<file path="config.mk">
export PLATFORM = sky130hd
export DESIGN_NAME = xgmii_rx_latency
export DESIGN_NICKNAME = d
export VERILOG_FILES = /design/src/rtl/measure_pkg.sv /design/src/rtl/xgmii_term_lane.sv /design/src/rtl/xgmii_rx_latency.sv
export SDC_FILE = /design/constraint.sdc
export NUM_CORES = 1
export LEC_CHECK = 0
export ABC_AREA = 1
export CAP_MARGIN = 40
export CORE_MARGIN = 3
export CORE_UTILIZATION = 50
export DETAILED_ROUTE_END_ITERATION = 10
export GPL_ROUTABILITY_DRIVEN = 0
export HOLD_SLACK_MARGIN = 0.08
export PLACE_DENSITY = 0.74
export SETUP_SLACK_MARGIN = 0.1
export SLEW_MARGIN = 15
export SYNTH_ARGS = -nofsm -noshare
export SYNTH_HDL_FRONTEND = slang
export SYNTH_SLANG_ARGS = --single-unit
</file>
<file path="constraint.sdc">
create_clock -name sys_clk -period 12.8 [get_ports sys_clk]
set_input_delay 3.2 -clock sys_clk [delete_from_list [all_inputs] [get_ports sys_clk]]
set_output_delay 3.2 -clock sys_clk [all_outputs]
set_load 0.01 [all_outputs]
</file>
<file path="src/rtl/measure_pkg.sv">
// Shared constants and types for the XGMII RX measurement path.
package measure_pkg;

    localparam logic [7:0] XGMII_START = 8'hFB;
    localparam logic [7:0] XGMII_TERM  = 8'hFD;
    localparam logic [7:0] XGMII_ERR   = 8'hFE;
    localparam logic [7:0] XGMII_IDLE  = 8'h07;

    localparam logic [39:0] MAGIC_CODE_DEFAULT = 40'h01_23_45_67_89;

    // Word indices (start word is 0) carrying the fields of interest.
    localparam logic [7:0] IDX_ETH   = 8'd2;
    localparam logic [7:0] IDX_PROTO = 8'd3;
    localparam logic [7:0] IDX_SRCIP = 8'd4;
    localparam logic [7:0] IDX_MAGIC = 8'd6;
    localparam logic [7:0] IDX_TS    = 8'd7;

    typedef enum logic [1:0] {
        ST_IDLE = 2'd0,
        ST_RECV = 2'd1,
        ST_DROP = 2'd2
    } rx_state_t;

    typedef struct packed {
        logic eth;
        logic proto;
        logic magic;
        logic ts;
    } tag_flags_t;

    function automatic logic [7:0] lane_byte(input logic [63:0] word, input int lane);
        return word[8*lane +: 8];
    endfunction

endpackage

</file>
<file path="src/rtl/xgmii_term_lane.sv">
// Finds the lowest XGMII lane carrying a terminate control character.
module xgmii_term_lane
    import measure_pkg::*;
(
    input  logic [63:0] xgmii_rxd,
    input  logic [7:0]  xgmii_rxc,
    output logic        term_hit,
    output logic [2:0]  term_lane
);

    // NOTE: every always_comb output gets a default first so no latch is inferred.
    always_comb begin
        term_hit  = 1'b0;
        term_lane = 3'd0;
        // Scan downwards so the lowest matching lane wins.
        for (int k = 7; k >= 0; k--) begin
            if (xgmii_rxc[k] && lane_byte(xgmii_rxd, k) == XGMII_TERM) begin
                term_hit  = 1'b1;
                term_lane = 3'(k);
            end
        end
    end

endmodule

</file>
<file path="src/rtl/xgmii_rx_latency.sv">
// XGMII RX consumer of magic-tagged UDP test frames: per-frame latency and
// source IP, per-second frame and byte rates, and an error counter.
module xgmii_rx_latency
    import measure_pkg::*;
#(
    parameter logic [39:0] MAGIC_CODE = MAGIC_CODE_DEFAULT,
    parameter logic [7:0]  MAX_WORDS  = 8'd192
) (
    input  logic        sys_clk,
    input  logic        sys_rst,
    input  logic [63:0] xgmii_rxd,
    input  logic [7:0]  xgmii_rxc,
    input  logic        sec_oneshot,
    input  logic [31:0] global_counter,
    output logic [31:0] rx_pps,
    output logic [31:0] rx_throughput,
    output logic [23:0] rx_latency,
    output logic        rx_lat_valid,
    output logic [31:0] rx_ipv4_ip,
    output logic [15:0] rx_err_count
);

    rx_state_t  state_q, state_d;
    logic [7:0] idx_q, idx_d;
    logic       term_hit;
    logic [2:0] term_lane;
    logic       is_start, all_idle, data_word;
    logic [15:0] frame_len;
    logic       frame_end, err_inc, restart;

    tag_flags_t flags_q;
    logic [7:0]  ts_hi_q;
    logic [31:0] src_ip_q;
    logic [31:0] lat32_q;
    logic [23:0] lat_sat;
    logic [31:0] frame_acc, byte_acc;
    logic [32:0] byte_sum;

    xgmii_term_lane u_term_lane (
        .xgmii_rxd (xgmii_rxd),
        .xgmii_rxc (xgmii_rxc),
        .term_hit  (term_hit),
        .term_lane (term_lane)
    );

    assign is_start  = (xgmii_rxc == 8'h01) && (xgmii_rxd[7:0] == XGMII_START);
    assign all_idle  = (xgmii_rxc == 8'hFF) && (xgmii_rxd == {8{XGMII_IDLE}});
    assign data_word = (state_q == ST_RECV) && (xgmii_rxc == 8'h00);
    assign frame_len = {5'd0, idx_q, 3'd0} + {13'd0, term_lane} - 16'd8;
    assign lat_sat   = (|lat32_q[31:24]) ? 24'hFF_FFFF : lat32_q[23:0];
    assign byte_sum  = {1'b0, byte_acc} + {17'd0, frame_len};

    // NOTE: sequential state uses non-blocking assignments so all registers update together.
    always_ff @(posedge sys_clk or posedge sys_rst) begin
        if (sys_rst) begin
            state_q <= ST_IDLE;
            idx_q   <= 8'd0;
        end else begin
            state_q <= state_d;
            idx_q   <= idx_d;
        end
    end

    always_comb begin
        state_d   = state_q;
        idx_d     = idx_q;
        err_inc   = 1'b0;
        frame_end = 1'b0;
        restart   = 1'b0;
        case (state_q)
            ST_IDLE: begin
                if (is_start) begin
                    state_d = ST_RECV;
                    idx_d   = 8'd1;
                    restart = 1'b1;
                end
            end
            ST_RECV: begin
                if (term_hit) begin
                    state_d = ST_IDLE;
                    idx_d   = 8'd0;
                    // A terminate right after the start carries no bytes.
                    if (frame_len == 16'd0) err_inc   = 1'b1;
                    else                    frame_end = 1'b1;
                end else if (is_start) begin
                    idx_d   = 8'd1;
                    restart = 1'b1;
                    err_inc = 1'b1;
                end else if (xgmii_rxc != 8'h00 || idx_q > MAX_WORDS) begin
                    state_d = ST_DROP;
                    idx_d   = 8'd0;
                    err_inc = 1'b1;
                end else begin
                    idx_d = idx_q + 8'd1;
                end
            end
            ST_DROP: begin
                if (term_hit || all_idle) state_d = ST_IDLE;
            end
            default: begin
                state_d = ST_IDLE;
                idx_d   = 8'd0;
            end
        endcase
    end

    always_ff @(posedge sys_clk or posedge sys_rst) begin
        if (sys_rst) begin
            flags_q  <= '0;
            ts_hi_q  <= 8'd0;
            src_ip_q <= 32'd0;
            lat32_q  <= 32'd0;
        end else if (restart) begin
            flags_q <= '0;
        end else if (data_word) begin
            case (idx_q)
                IDX_ETH: flags_q.eth <= (lane_byte(xgmii_rxd, 4) == 8'h08) &&
                                        (lane_byte(xgmii_rxd, 5) == 8'h00) &&
                                        (lane_byte(xgmii_rxd, 6) == 8'h45);
                IDX_PROTO: flags_q.proto <= (lane_byte(xgmii_rxd, 7) == 8'h11);
                IDX_SRCIP: src_ip_q <= {lane_byte(xgmii_rxd, 2), lane_byte(xgmii_rxd, 3),
                                        lane_byte(xgmii_rxd, 4), lane_byte(xgmii_rxd, 5)};
                IDX_MAGIC: begin
                    flags_q.magic <= ({lane_byte(xgmii_rxd, 2), lane_byte(xgmii_rxd, 3),
                                       lane_byte(xgmii_rxd, 4), lane_byte(xgmii_rxd, 5),
                                       lane_byte(xgmii_rxd, 6)} == MAGIC_CODE);
                    ts_hi_q <= lane_byte(xgmii_rxd, 7);
                end
                IDX_TS: begin
                    flags_q.ts <= 1'b1;
                    // Timestamp and counter are both 32-bit; wrap is intended.
                    lat32_q <= global_counter - {ts_hi_q, lane_byte(xgmii_rxd, 0),
                                                 lane_byte(xgmii_rxd, 1), lane_byte(xgmii_rxd, 2)};
                end
                default: ;
            endcase
        end
    end

    always_ff @(posedge sys_clk or posedge sys_rst) begin
        if (sys_rst) begin
            rx_latency   <= 24'd0;
            rx_lat_valid <= 1'b0;
            rx_ipv4_ip   <= 32'd0;
            rx_err_count <= 16'd0;
        end else begin
            rx_lat_valid <= 1'b0;
            if (frame_end && (&flags_q)) begin
                rx_latency   <= lat_sat;
                rx_ipv4_ip   <= src_ip_q;
                rx_lat_valid <= 1'b1;
            end
            if (err_inc && rx_err_count != 16'hFFFF) rx_err_count <= rx_err_count + 16'd1;
        end
    end

    // A frame finishing on the sec_oneshot cycle seeds the new window.
    always_ff @(posedge sys_clk or posedge sys_rst) begin
        if (sys_rst) begin
            frame_acc     <= 32'd0;
            byte_acc      <= 32'd0;
            rx_pps        <= 32'd0;
            rx_throughput <= 32'd0;
        end else if (sec_oneshot) begin
            rx_pps        <= frame_acc;
            rx_throughput <= byte_acc;
            frame_acc     <= frame_end ? 32'd1 : 32'd0;
            byte_acc      <= frame_end ? {16'd0, frame_len} : 32'd0;
        end else if (frame_end) begin
            if (frame_acc != 32'hFFFF_FFFF) frame_acc <= frame_acc + 32'd1;
            byte_acc <= byte_sum[32] ? 32'hFFFF_FFFF : byte_sum[31:0];
        end
    end

endmodule

</file>
* Word-level counts from Yosys, hierarchy flattened
Index checks and enable logic that the tools add are counted.
** Operators by class
- Add/sub/neg operators :: 7
- Magnitude comparators :: 1
- Equality and inequality tests :: 29
- Muxes and demuxes :: 54
- Bitwise logic cells :: 2
- Reduce and logical (&&, ||, !) cells :: 41
** Operators by type and width (count)
- $mux 32 :: 6
- $eq 8x8->1 const B :: 10
- $eq 64x59->1 const B :: 1
- $eq 40x33->1 const B :: 1
- $add 32x16->33 :: 1
- $add 32x1->32 const B :: 1
- $mux 8 :: 4
- $ne 32x32->1 const B :: 1
- $sub 32x32->32 :: 1
- $eq 8x3->1 const B :: 3
- $mux 1 :: 24
- $mux 24 :: 1
- $mux 3 :: 8
- $pmux 8 s3 :: 1
- $add 16x1->16 const B :: 1
- $eq 8x2->1 const B :: 2
- $logic_not 16->1 :: 1
- $logic_not 8->1 :: 2
- $mux 16 :: 1
- $ne 16x16->1 const B :: 1
- $logic_and 1x1->1 :: 15
- $reduce_bool 2->1 :: 7
- $sub 12x4->13 const B :: 1
- $add 11x3->12 :: 1
- other kinds (23) :: 39
** Word-level totals
- Flip-flop bits (word level) :: 287
- Output and inout bits :: 137
- Logic and storage cells :: 151

* Longest topological paths before layout
Gate-level depths: netlist of run 1.
- Depth in word-level cells :: 18
- Gate-level depth with buffers :: 27

* Hierarchy
A second synthesis of run 1 with hierarchy kept.
** Second synthesis, totals
- Cells, all modules :: 2525
- Area total of the unflattened synthesis :: 17431.7 sq um
** By module, submodules not included
- xgmii_rx_latency :: times used 1, cells an instance 2461, area an instance 17130.2 sq um
- xgmii_term_lane :: times used 1, cells an instance 64, area an instance 301.5 sq um

* Worst setup path after synthesis of run 1
OpenSTA, ideal clock, no wires.
- Path kind :: input-to-reg
- Start :: input port xgmii_rxd[33]
- End :: register byte_acc[0]
- Data arrival time :: 5660 ps
- Slack :: 7019 ps
- Stages on the path :: 23
- Buffers on the path :: 1
- Cell sequence :: inv_1 > nand2_1 > nor3_1 > nand2_1 > nand2_1 > nand2_1 > nand2_1 > nand2_1 > nand2_1 > inv_1 > ha_1 > fa_1 > nand2_1 > o21ai_2 > nand2_1 > nand2_1 > nand3_1 > nand2_1 > nand3_2 > clkbuf_1 > a21oi_1 > o21ai_0 > nand2_1
** On the way
- Word-level cells in the longest chain between the ends :: 15
** Ends and longest elaborated chain
- start, declared :: RTL line xgmii_rx_latency.sv:11 : input logic [63:0] xgmii_rxd,
- $eq 8x8->1 (*) :: RTL line xgmii_term_lane.sv:17 : if (xgmii_rxc[k] && lane_byte(xgmii_rxd, k) == XGMII_TERM) begin
- $logic_and 1x1->1 (*) :: RTL line xgmii_term_lane.sv:17
- parallel branches: the longest is 13 deep, another holds $add 32x16->33
- end signal, assigned :: RTL line xgmii_rx_latency.sv:168 : byte_acc <= frame_end ? {16'd0, frame_len} : 32'd0;
- end signal, assigned :: RTL line xgmii_rx_latency.sv:171 : byte_acc <= byte_sum[32] ? 32'hFFFF_FFFF : byte_sum[31:0];
- end, declared :: RTL line xgmii_rx_latency.sv:36 : logic [31:0] frame_acc, byte_acc;
Mark *: on every way between the ends. The select of a mux whose other input is x is not followed.
A chain may end at the register's enable or synchronous reset.

* Worst setup path in the final report of run 1
- Start :: input port xgmii_rxd[58]
- End :: register byte_acc[27]
** On the way
- Word-level cells in the longest chain between the ends :: 17
** Ends and longest elaborated chain (RTL line)
- $eq 8x8->1 (*) :: xgmii_term_lane.sv:17
- $logic_and 1x1->1 (*) :: xgmii_term_lane.sv:17
- parallel branches: the longest is 15 deep, another holds $add 32x16->33
Marked as above.

==> summary.md, run 1 <==
| Metric | Value |
|---|---|
| Place WS | `5650 ps` |
| Switch share | `between 20% and 30%` |
| WP data arrival | `approximately 7000 ps` |
| DRC viols | `0` |
| DR vias/cell | `5.46` |
| DP HPWL | `35600 microns` |
| GRT Util Overall | `26.8%` |
| Register clock-pin slew on the reported worst setup and hold paths | `about 60 ps` |
| WL final | `48400 microns` |
| Main combinational cell family by area after synthesis | `simple AND/OR/NAND/NOR gates` |
| Synth Area in Compound Gates | `8.44%` |
| Vias in the first global route | `15500` |
| Post-Syn Instances | `2288` |
| Routed WL per cell | `approximately 16 microns` |
| CP endpoint kind | `flop` |
| Clk_skew | `around 16 ps` |
| Period utilization | `52.4%` |
| Avg Inst Size Synth | `7.34 sq um` |
| Hold Buf Count CTS | `0` |
| Clk pwr share | `47.3%` |
| CTS Buf Count | `34` |
| Post-synthesis simple-gate area fraction | `33.3%` |
| Worst hold margin | `roughly 470 ps` |
| Slowest cell delay on critical path | `530 ps` |
| Post-cts resize count | `0` |
| Layout area overhead | `23.6%` |
| Most used cell along the critical path | `nand2_1` |
| Port Buffers | `between 200 and 250` |
| Tmin final | `6710 ps` |
| Yosys cell types | `53` |
| Post-route setup TNS | `0 ps` |
| Die X | `189 microns` |
| Worst setup margin | `6090 ps` |
| Hold Crit Class | `reg -> reg` |
| Max cap viols | `0` |
| Crit-path max FO | `11` |
| Initial DRC Count | `1429` |
| First-pass GRT wire length | `approximately 79000 microns` |
| Die area | `about 36000 sq um` |
| Yosys warning count | `0` |
| Standard-cell rows | `66` |
| H-Tree Depth | `2` |
| Peak VDD IR | `0.0000985 V` |
| Die H | `189 microns` |
| Register share of total power | `44.1%` |
| CTS Buffer Depth | `3` |
| Net switching power | `between 0.4 and 0.5 mW` |
| Status | `completed` |
| Mux cell area share after synthesis | `0.402%` |
| Post-Synth Adder-Cell Area | `around 4.2%` |
| CTS tree | `done` |
| Clock Sinks | `between 200 and 300` |
| Required @ worst endpoint | `13230 ps` |
| Ports | `244` |
| Final hold vios | `0` |
| FMAX | `149 MHz` |
| Worst-Margin Slew | `929 ps` |
| Overall Power | `about 2.1 mW` |
| Core Footprint | `32800 sq um` |
| Vias | `16200` |
| Post-synth net total | `~2500` |
| Final core occ | `63.3%` |
| Total internal power | `1.57 mW` |
| Drt pass-1 iters | `6` |
| P_leak | `about 9.9 nW` |
| #FFs+latches synth | `287` |
| Final Max Slew Viols | `0` |
| Clk root buf | `clkbuf_16` |
| Post-DRT Antenna Nets | `0` |
| Crit Path Category | `in -> reg` |
| Initial Util | `51.2%` |
| Share of layout cells above drive strength 1 | `under 10%` |
| Post-CTS Setup Inserts | `0` |
| Cell Area, Synth | `16800 sq um` |
| Final net count | `2666` |
| Overflow after GRT | `0` |
| RSZ-0062 raised after global routing | `no` |
| Antenna violations before repair | `2` |
| Slew HR | `between 30% and 40%` |
| Pin count of the biggest net entering global routing | `179` |
| Clk_lat worst skew | `~500 ps` |
| Pwr dens | `99.6 nW/um^2` |
| Slowest CP cell | `clkdlybuf4s50_1` |
| Sequential fraction of the synthesis area | `42.8%` |
| Share of total power in combinational logic | `approximately 8.6%` |
| Post-Synth XOR/XNOR Area | `3.64%` |
| Critical Path Source Type | `primary input` |
| Final setup fails | `0` |
[synth_stat cells (all sizes together)]
| cell | n | area share (%) |
|---|---|---|
| nand2 | 778 | 18 |
| mux2 | 6 | 0.40 |
| ha | 53 | 3.9 |
| a21boi | 3 | 0.13 |
| xor2 | 38 | 2.1 |
| nor2 | 173 | 3.9 |
| clkbuf | 46 | 1.0 |
| nor4 | 29 | 1.1 |
| fa | 2 | 0.24 |
| a21oi | 75 | 2.3 |
| xnor2 | 30 | 1.6 |
| a21o | 5 | 0.22 |
| a31oi | 3 | 0.11 |
| clkinv | 2 | 0.045 |
| nor3b | 1 | 0.045 |
| dfrtp | 287 | 43 |
| nand3 | 214 | 6.6 |
| o21a | 3 | 0.13 |
| inv | 219 | 4.9 |
| and2 | 1 | 0.037 |
| o211ai | 2 | 0.089 |
| o21ai | 155 | 4.6 |
| o32ai | 1 | 0.052 |
| o31ai | 1 | 0.045 |
| nand4 | 40 | 1.5 |
| and3 | 2 | 0.074 |
| o41ai | 1 | 0.052 |
| nand3b | 6 | 0.27 |
| o22ai | 4 | 0.15 |
| or2 | 15 | 0.56 |
| a311oi | 2 | 0.10 |
| buf | 30 | 1.3 |
| o21bai | 10 | 0.45 |
| nor3 | 51 | 1.6 |
[metal layers]
metal | GRT usage [%] | wire length [microns]
met1 | 36.5 | 20800
met2 | 43.3 | 22300
met3 | 4.44 | 3350
met4 | 9.95 | 1920
met5 | 0 | 11
[cells by family (layout without fill, tap and decap cells)]
logic type      after synthesis  in the layout
compound gates              265            265
buf+inv                     297            536
fa+ha+maj                    55             55
xor+xnor                     68             68
mux                           6              6
flops                       287            287
simple gates               1310           1310
other cells                   0              1
[worst max-delay path, delay by kind of cell]
kind,cells,cell delay (ps)
buf+inv,2,610
fa+ha+maj,2,380
compound gates,3,500
simple gates,20,2450
[state kept, by name, summed over array words and instances, names as in the netlist]
signal,flops
rx_latency,24
src_ip_q,32
rx_lat_valid,1
ts_hi_q,8
rx_ipv4_ip,32
frame_acc,32
rx_err_count,16
byte_acc,32
flags_q,4
lat32_q,32
rx_pps,32
idx_q,8
state_q,2
rx_throughput,32
[final cells by class]
class	instances	area, sq um
Antenna cell	1	2.50
Inverter	221	841
Fill cell	2921	12000
Tap cell	442	553
Clock inverter	13	160
Clock buffer	46	977
Timing Repair Buffer	256	2640
Sequential cell	287	7180
Multi-Input combinational cell	1704	8410
[layout by cell type, fill, tap and decap left out, types with 10 or more instances in the layout]
master           synthesis  routed
xor2_1                  36      36
inv_1                  212     210
or2_2                   12      12
nand2_1                774     773
ha_1                    53      53
xnor2_1                 30      30
o21bai_1                10      10
nand3_1                211     210
nand4_1                 39      39
clkdlybuf4s50_1          0     242
nor4_1                  28      27
a21oi_1                 74      74
clkbuf_16                0      35
dfrtp_1                287     287
nor3_1                  48      48
nor2_1                 170     169
o21ai_0                151     151
[power groups by stage]
| stage | clock, mW | sequential (mW) | combinational (mW) |
|---|---|---|---|
| 2_1_floorplan | 0 | 0.927 | 0.102 |
| 3_3_place_gp | 0 | 0.927 | 0.173 |
| 3_5_place_dp | 0 | 0.927 | 0.175 |
| 4_1_cts | 0.998 | 0.910 | 0.176 |
| 5_1_grt | 1.04 | 0.910 | 0.198 |
| 6_report | 0.978 | 0.911 | 0.178 |
[worst paths after layout]
path | startpoint | to | slack [ps] | cells after the start
max | xgmii_rxd[58] | byte_acc[27]$_DFFE_PP0P_ | 6090 | 27
min | rx_throughput[8]$_DFFE_PP0P_ | rx_throughput[8]$_DFFE_PP0P_ | 470 | 2
max reg2reg | idx_q[1]$_DFFE_PP0P_ | byte_acc[27]$_DFFE_PP0P_ | 9310 | 18
min reg2reg | rx_throughput[8]$_DFFE_PP0P_ | rx_throughput[8]$_DFFE_PP0P_ | 470 | 2
max in group asynchronous | sys_rst | rx_err_count[9]$_DFFE_PP0P_ | 8270 | 4
min in group asynchronous | sys_rst | rx_ipv4_ip[10]$_DFFE_PP0P_ | 2960 | 2
[per-stage QoR]
stage / std cells / area (sq um)
floorplan: 2288 / 16800
global placement: 2904 / 19500
detailed placement: 2909 / 19600
CTS: 2968 / 20700
global route: 2970 / 20800
finish: 2970 / 20800
No activity file was read; power rests on OpenSTA's default activity.
==> inputs of run 2 (changes only) <==
clock period = 6.3 ns   (was 12.8 ns; I/O delays follow)
==> run 2 against run 1 <==
Against the previous run: global-route usage rose by 0.39 points; cell count rose by 0.30%; non-clock buffer count rose by 5; core utilization rose by 0.34 points; die area did not move; register-to-register slack got worse by 6500 ps; clock skew rose by 5.3 ps; combinational power rose by 110%; clock power rose by 110%; final area rose by 0.54%; sequential share of layout area fell by 0.19 points.
==> summary.md, run 2 (same netlist as run 1, synthesis figures left out) <==
| Metric | Value |
|---|---|
| Die X | `189 microns (unchanged)` |
| Top Usage Layer GRT | `met2` |
| Initial DRC Count | `1369 (-4.2%)` |
| Pin count of the biggest net entering global routing | `170 (-5.0%)` |
| Drt pass-1 iters | `7 (+1)` |
| Required @ worst endpoint | `6710 ps (-6520 ps)` |
| Peak VDD IR | `0.000172 V (+75%)` |
| DP HPWL | `36400 microns (+2.2%)` |
| Clk_lat worst skew | `520 ps (about the same)` |
| Layout area overhead | `24.3%` |
| FILL cells | `2885 (-1.2%)` |
| Ports | `244 (unchanged)` |
| Worst hold margin | `469 ps (+3.41 ps)` |
| Clock Sinks | `287 (unchanged)` |
| First-pass GRT wire length | `80400 microns (+1.4%)` |
| H-Tree Depth | `2 (unchanged)` |
| Period utilization | `80.8%` |
| Hold Buf Count CTS | `0 (unchanged)` |
| Antenna violations before repair | `2 (unchanged)` |
| Final setup fails | `0 (unchanged)` |
| Standard-cell rows | `66 (unchanged)` |
| Initial Util | `51.2% (unchanged)` |
| FMAX | `196 MHz` |
| Post-route setup TNS | `0 ps (unchanged)` |
| Reg-to-Reg Start | `idx_q[0]$_DFFE_PP0P_` |
| Worst hold start | `rx_latency[10]$_DFFE_PP0P_` |
| Place WS | `749 ps (-4900 ps)` |
| Most used cell along the critical path | `nand2_1` |
| CTS Buf Count | `35 (+2.9%)` |
| DRC viols | `0 (unchanged)` |
| Dpl cells | `2914 (+0.17%)` |
| Status | `completed` |
| Global Route met1 Usage | `36.9% (+0.39 points)` |
| Register clock-pin slew on the reported worst setup and hold paths | `60 ps (about the same)` |
| Worst-case reg-to-reg path depth | `18 (unchanged)` |
| Die H | `189 microns (unchanged)` |
| P_leak | `9.98 nW (+0.50%)` |
| Die area | `35800 sq um (unchanged)` |
| Overflow after GRT | `0 (unchanged)` |
| Worst-Margin Slew | `968 ps (+39.3 ps)` |
| Final Max Slew Viols | `0 (unchanged)` |
| Commonest non-fill, non-tap cells in the layout | `773 x nand2_1, 287 x dfrtp_1, 242 x clkdlybuf4s50_1` |
| Share of layout cells above drive strength 1 | `4.85% (+0.18 points)` |
| RR Endpoint | `byte_acc[26]$_DFFE_PP0P_` |
| GRT Util Overall | `27.2% (+0.39 points)` |
| Final hold vios | `0 (unchanged)` |
| Routed WL per cell | `16.4 microns (+0.47%)` |
| Post-CTS Setup Inserts | `0 (unchanged)` |
| CP endpoint kind | `flop` |
| Core Footprint | `32800 sq um (unchanged)` |
| Clk root buf | `clkbuf_16` |
| Tmin final | `5090 ps` |
| Hold depth | `2 (unchanged)` |
| WL final | `48800 microns (+0.78%)` |
| Met3 GRT Util | `3.96% (-0.48 points)` |
| Hold Crit Class | `reg -> reg` |
| Final net count | `2672 (+0.23%)` |
| Worst setup margin | `1210 ps (-4880 ps)` |
| Crit Path Category | `in -> reg` |
| Slowest CP cell | `clkdlybuf4s50_1` |
| Slew HR | `35.5% (-2.6 points)` |
| CTS tree | `done` |
| R2R setup slack | `2770 ps (-6540 ps)` |
| Clk_skew | `21.7 ps (+5.35 ps)` |
| Post-DRT Antenna Nets | `0 (unchanged)` |
| DR vias/cell | `5.44 (-0.30%)` |
| Vias | `16200 (unchanged)` |
| Non-filler cells, final | `2979 (+0.30%)` |
| Critical Path Source Type | `primary input` |
| Post-cts resize count | `0 (unchanged)` |
| WP data arrival | `5500 ps (-1640 ps)` |
| Met2 Use GR | `45.3% (+1.9 points)` |
| RSZ-0062 raised after global routing | `no` |
| Vias in the first global route | `15700 (+0.75%)` |
| WHS Endpoint | `rx_latency[10]$_DFFE_PP0P_` |
| Port Buffers | `243 (unchanged)` |
| Slowest cell delay on critical path | `520 ps (about the same)` |
| Pwr dens | `206 nW/um^2 (+110%)` |
| Crit-path max FO | `11 (unchanged)` |
| Most common cell after layout, fill and taps aside | `nand2_1` |
| Max cap viols | `0 (unchanged)` |
| CTS Buffer Depth | `3 (unchanged)` |
## run 2: layout make-up
type	instances	area (sq um)	area share (%)
timing repair buffer	261	2690	12.9
multi-input combinational	1704	8410	40.3
inverter	221	837	4.01
clock inverter	12	180	0.863
sequential	287	7180	34.4
tap	442	553	2.65
clock buffer	50	1010	4.86
antenna	2	5.00	0.0240
## run 2: metrics by stage
step | cell area (sq um) | power [mW] | utilization (%)
final | 20900 | 4.30 | 63.7
after global routing | 20900 | 4.47 | 63.7
after CTS | 20800 | 4.34 | 63.6
after detailed placement | 19600 | 2.25 | 59.9
after global placement | 19500 | 2.24 | 59.5
after floorplan | 16800 | 2.09 | -
## run 2: power by group
group,internal [mW],switching (mW)
logic,0.140,0.228
registers,1.85,0.00349
clock network,1.29,0.793
## run 2: routing by layer
layer / share of wire [%] / vias to the layer above
met1: 43 / 7600
li1: - / 7886
met5: 0 / -
met4: 3.2 / 0
met2: 48 / 612
met3: 6.6 / 119
## run 2: worst max-delay path: cells and delay by family
kind / cells / cell delay, ps
simple gates: 21 / 2650
compound gates: 2 / 290
buf+inv: 2 / 600
fa+ha+maj: 2 / 370
## run 2: worst max-delay path by stage
| stage | end | slack, ps | cells after the start | from |
|---|---|---|---|---|
| detailed placement | byte_acc[25]$_DFFE_PP0P_ | 750 | 27 | xgmii_rxd[58] |
| floorplan | byte_acc[0]$_DFFE_PP0P_ | 920 | 1 | sys_rst |
| CTS | byte_acc[26]$_DFFE_PP0P_ | 1270 | 27 | xgmii_rxd[58] |
| finish | byte_acc[26]$_DFFE_PP0P_ | 1210 | 27 | xgmii_rxd[58] |
| global placement | byte_acc[29]$_DFFE_PP0P_ | 890 | 27 | xgmii_rxd[58] |
| global route | byte_acc[26]$_DFFE_PP0P_ | 800 | 27 | xgmii_rxd[58] |
==> inputs of run 3 (changes only) <==
clock period = 5.3 ns   (was 6.3 ns; I/O delays follow)
==> run 3 against run 2 <==
Against the previous run: via count is 0.55% higher; sequential cell count stayed put; worst hold slack worse by 2.7 ps; cell count hardly changed; wire length is 0.52% lower; register-to-register slack worse by 890 ps; critical path depth is 1 higher; final area is 0.18% lower; critical path type unchanged; largest cell class unchanged; largest power group unchanged.
==> summary.md, run 3 (same netlist as run 1, synthesis figures left out) <==
| Metric | Value |
|---|---|
| Status | `completed` |
| RSZ-0062 raised after global routing | `no` |
| Crit-path max FO | `11 (unchanged)` |
| WP data arrival | `5120 ps (-380 ps)` |
| Clk_lat worst skew | `520 ps (about the same)` |
| Worst-case reg-to-reg path depth | `18 (unchanged)` |
| Switch share | `23.5% (-0.37 points)` |
| Antenna violations before repair | `2 (unchanged)` |
| Drt pass-1 iters | `7 (unchanged)` |
| First-pass GRT wire length | `80400 microns (unchanged)` |
| CTS Buffer Depth | `3 (unchanged)` |
| Die H | `189 microns (unchanged)` |
| Pwr dens | `246 nW/um^2 (+19%)` |
| Hold Crit Class | `reg -> reg` |
| Post-cts resize count | `0 (unchanged)` |
| R2R setup slack | `1880 ps (-890 ps)` |
| Die X | `189 microns (unchanged)` |
| FMAX | `~210 MHz` |
| GRT Util Overall | `27.1% (-0.058 points)` |
| Post-CTS Setup Inserts | `0 (unchanged)` |
| WL final | `48500 microns (-0.52%)` |
| Standard-cell rows | `66 (unchanged)` |
| Die area | `35800 sq um (unchanged)` |
| Initial Util | `51.2% (unchanged)` |
| H-Tree Depth | `2 (unchanged)` |
| RR Endpoint | `byte_acc[29]$_DFFE_PP0P_` |
| Vias in the first global route | `15700 (+0.29%)` |
| Overflow after GRT | `0 (unchanged)` |
| Vias | `16300 (+0.55%)` |
| Dpl cells | `2915 (+0.034%)` |
| Crit Path Category | `in -> reg` |
| Pin count of the biggest net entering global routing | `151 (-11%)` |
| Initial DRC Count | `1449 (+5.8%)` |
| Required @ worst endpoint | `5730 ps (-980 ps)` |
| Final Max Slew Viols | `0 (unchanged)` |
| WHS Endpoint | `rx_latency[22]$_DFFE_PP0P_` |
| Period utilization | `88.6%` |
| CP endpoint kind | `flop` |
| Share of total power in combinational logic | `8.5% (about the same)` |
| DR vias/cell | `5.48 (+0.62%)` |
| Slew HR | `40.0% (+4.6 points)` |
| Clk pwr share | `48.5% (about the same)` |
| Clk root buf | `clkbuf_16` |
| Tmin final | `about 4700 ps` |
| Clock Sinks | `287 (unchanged)` |
| Ports | `244 (unchanged)` |
| Core Footprint | `32800 sq um (unchanged)` |
| Share of layout cells above drive strength 1 | `5.01% (+0.16 points)` |
| Commonest non-fill, non-tap cells in the layout | `773 x nand2_1, 287 x dfrtp_1, 242 x clkdlybuf4s50_1` |
| DP HPWL | `36000 microns (-0.86%)` |
| Routed WL per cell | `16.3 microns (-0.46%)` |
| Most common cell after layout, fill and taps aside | `nand2_1` |
| Layout area overhead | `24.0%` |
| Net switching power | `1.20 mW (+17%)` |
| Hold Buf Count CTS | `0 (unchanged)` |
| Worst hold start | `rx_latency[22]$_DFFE_PP0P_` |
| Hold depth | `2 (unchanged)` |
| Critical Path Source Type | `primary input` |
| Final hold vios | `0 (unchanged)` |
| Reg-to-Reg Start | `idx_q[1]$_DFFE_PP0P_` |
| DRC viols | `0 (unchanged)` |
| Register clock-pin slew on the reported worst setup and hold paths | `60 ps (about the same)` |
| Peak VDD IR | `0.000251 V (+45%)` |
| Final net count | `2671 (-0.037%)` |
| Post-DRT Antenna Nets | `0 (unchanged)` |
| Post-route setup TNS | `0 ps (unchanged)` |
| Port Buffers | `243 (unchanged)` |
| Clk_skew | `29.0 ps (+7.29 ps)` |
| Total internal power | `3.92 mW (+20%)` |
| Worst-Margin Slew | `900 ps (-68.3 ps)` |
| Non-filler cells, final | `2977 (-0.067%)` |
| CTS Buf Count | `34 (-2.9%)` |
| Max cap viols | `0 (unchanged)` |
| Final setup fails | `0 (unchanged)` |
| Register share of total power | `42.9% (about the same)` |
| FILL cells | `2923 (+1.3%)` |
| P_leak | `9.97 nW (about the same)` |
| CTS tree | `done` |
## run 3: changes by cell type in the layout (fill, tap and decap cells not counted), moves of 2 or more
cell / previous run / this run
clkbuf_1: 8 / 2
clkbuf_8: 6 / 11
buf_4: 10 / 13
buf_16: 4 / 2
## run 3: cell type report
cell class	instances	area, sq um	share of cell area, %
clock inverter	12	174	0.835
multi-input combinational	1704	8410	40.4
timing repair buffer	261	2640	12.7
inverter	221	837	4.02
antenna	2	5.00	0.0240
sequential	287	7180	34.5
clock buffer	48	1030	4.97
tap	442	553	2.65
## run 3: worst max-delay path by stage
stage / start / to / slack (ps) / depth (start not counted)
finish: xgmii_rxd[58] / byte_acc[29]$_DFFE_PP0P_ / 600 / 28
global route: xgmii_rxd[58] / byte_acc[29]$_DFFE_PP0P_ / 130 / 28
CTS: xgmii_rxd[58] / byte_acc[29]$_DFFE_PP0P_ / 660 / 28
detailed placement: xgmii_rxd[58] / byte_acc[26]$_DFFE_PP0P_ / 130 / 28
global placement: xgmii_rxd[58] / byte_acc[14]$_DFFE_PP0P_ / 290 / 28
floorplan: sys_rst / byte_acc[0]$_DFFE_PP0P_ / 170 / 1
## run 3: layer usage
metal | up-vias | wire length (microns) | track usage, %
met1 | 7673 | 20800 | 36.8
met2 | 630 | 22600 | 44.5
met4 | 0 | 1850 | 9.92
met5 | - | 0 | 0
met3 | 112 | 3230 | 3.94
li1 | 7891 | - | -
## run 3: power by group through the flow
stage / sequential, mW / clock (mW) / combinational (mW)
floorplan: 2.24 / 0 / 0.248
global placement: 2.24 / 0 / 0.419
detailed placement: 2.24 / 0 / 0.430
CTS: 2.20 / 2.53 / 0.433
global route: 2.20 / 2.62 / 0.482
finish: 2.20 / 2.49 / 0.436
## run 3: worst max-delay path, stage by stage
cell and delay [ps]:
clkdlybuf4s50_1 530, nand2_1 70, nor2_1 120, buf_4 170
nand2_1 50, nor2_1 120, nand2_1 70, nand2_1 50
nand2_1 50, nand2_1 50, nand2_1 60, nand2_1 70
nand2_1 120, inv_1 90, ha_1 180, fa_1 210
nand2_1 110, o21ai_2 210, nand2_1 80, nand2_1 140
nand3_1 80, nand2_1 160, nand2_1 170, nor2_2 130
nand2_1 310, nand3_1 220, nand3_1 80, o21ai_0 100
## run 3: through the flow
step                setup WS [ps]  hold WS (ps)  util (%)  power (mW)  cell area (sq um)
floorplan                     170           442         -        2.49              16800
global placement              287           453      59.7        2.66              19600
detailed placement            135           457      59.8        2.67              19600
CTS                           659           472      63.5        5.16              20800
global route                  135           487      63.5        5.30              20800
finish                        605           467      63.5        5.12              20800
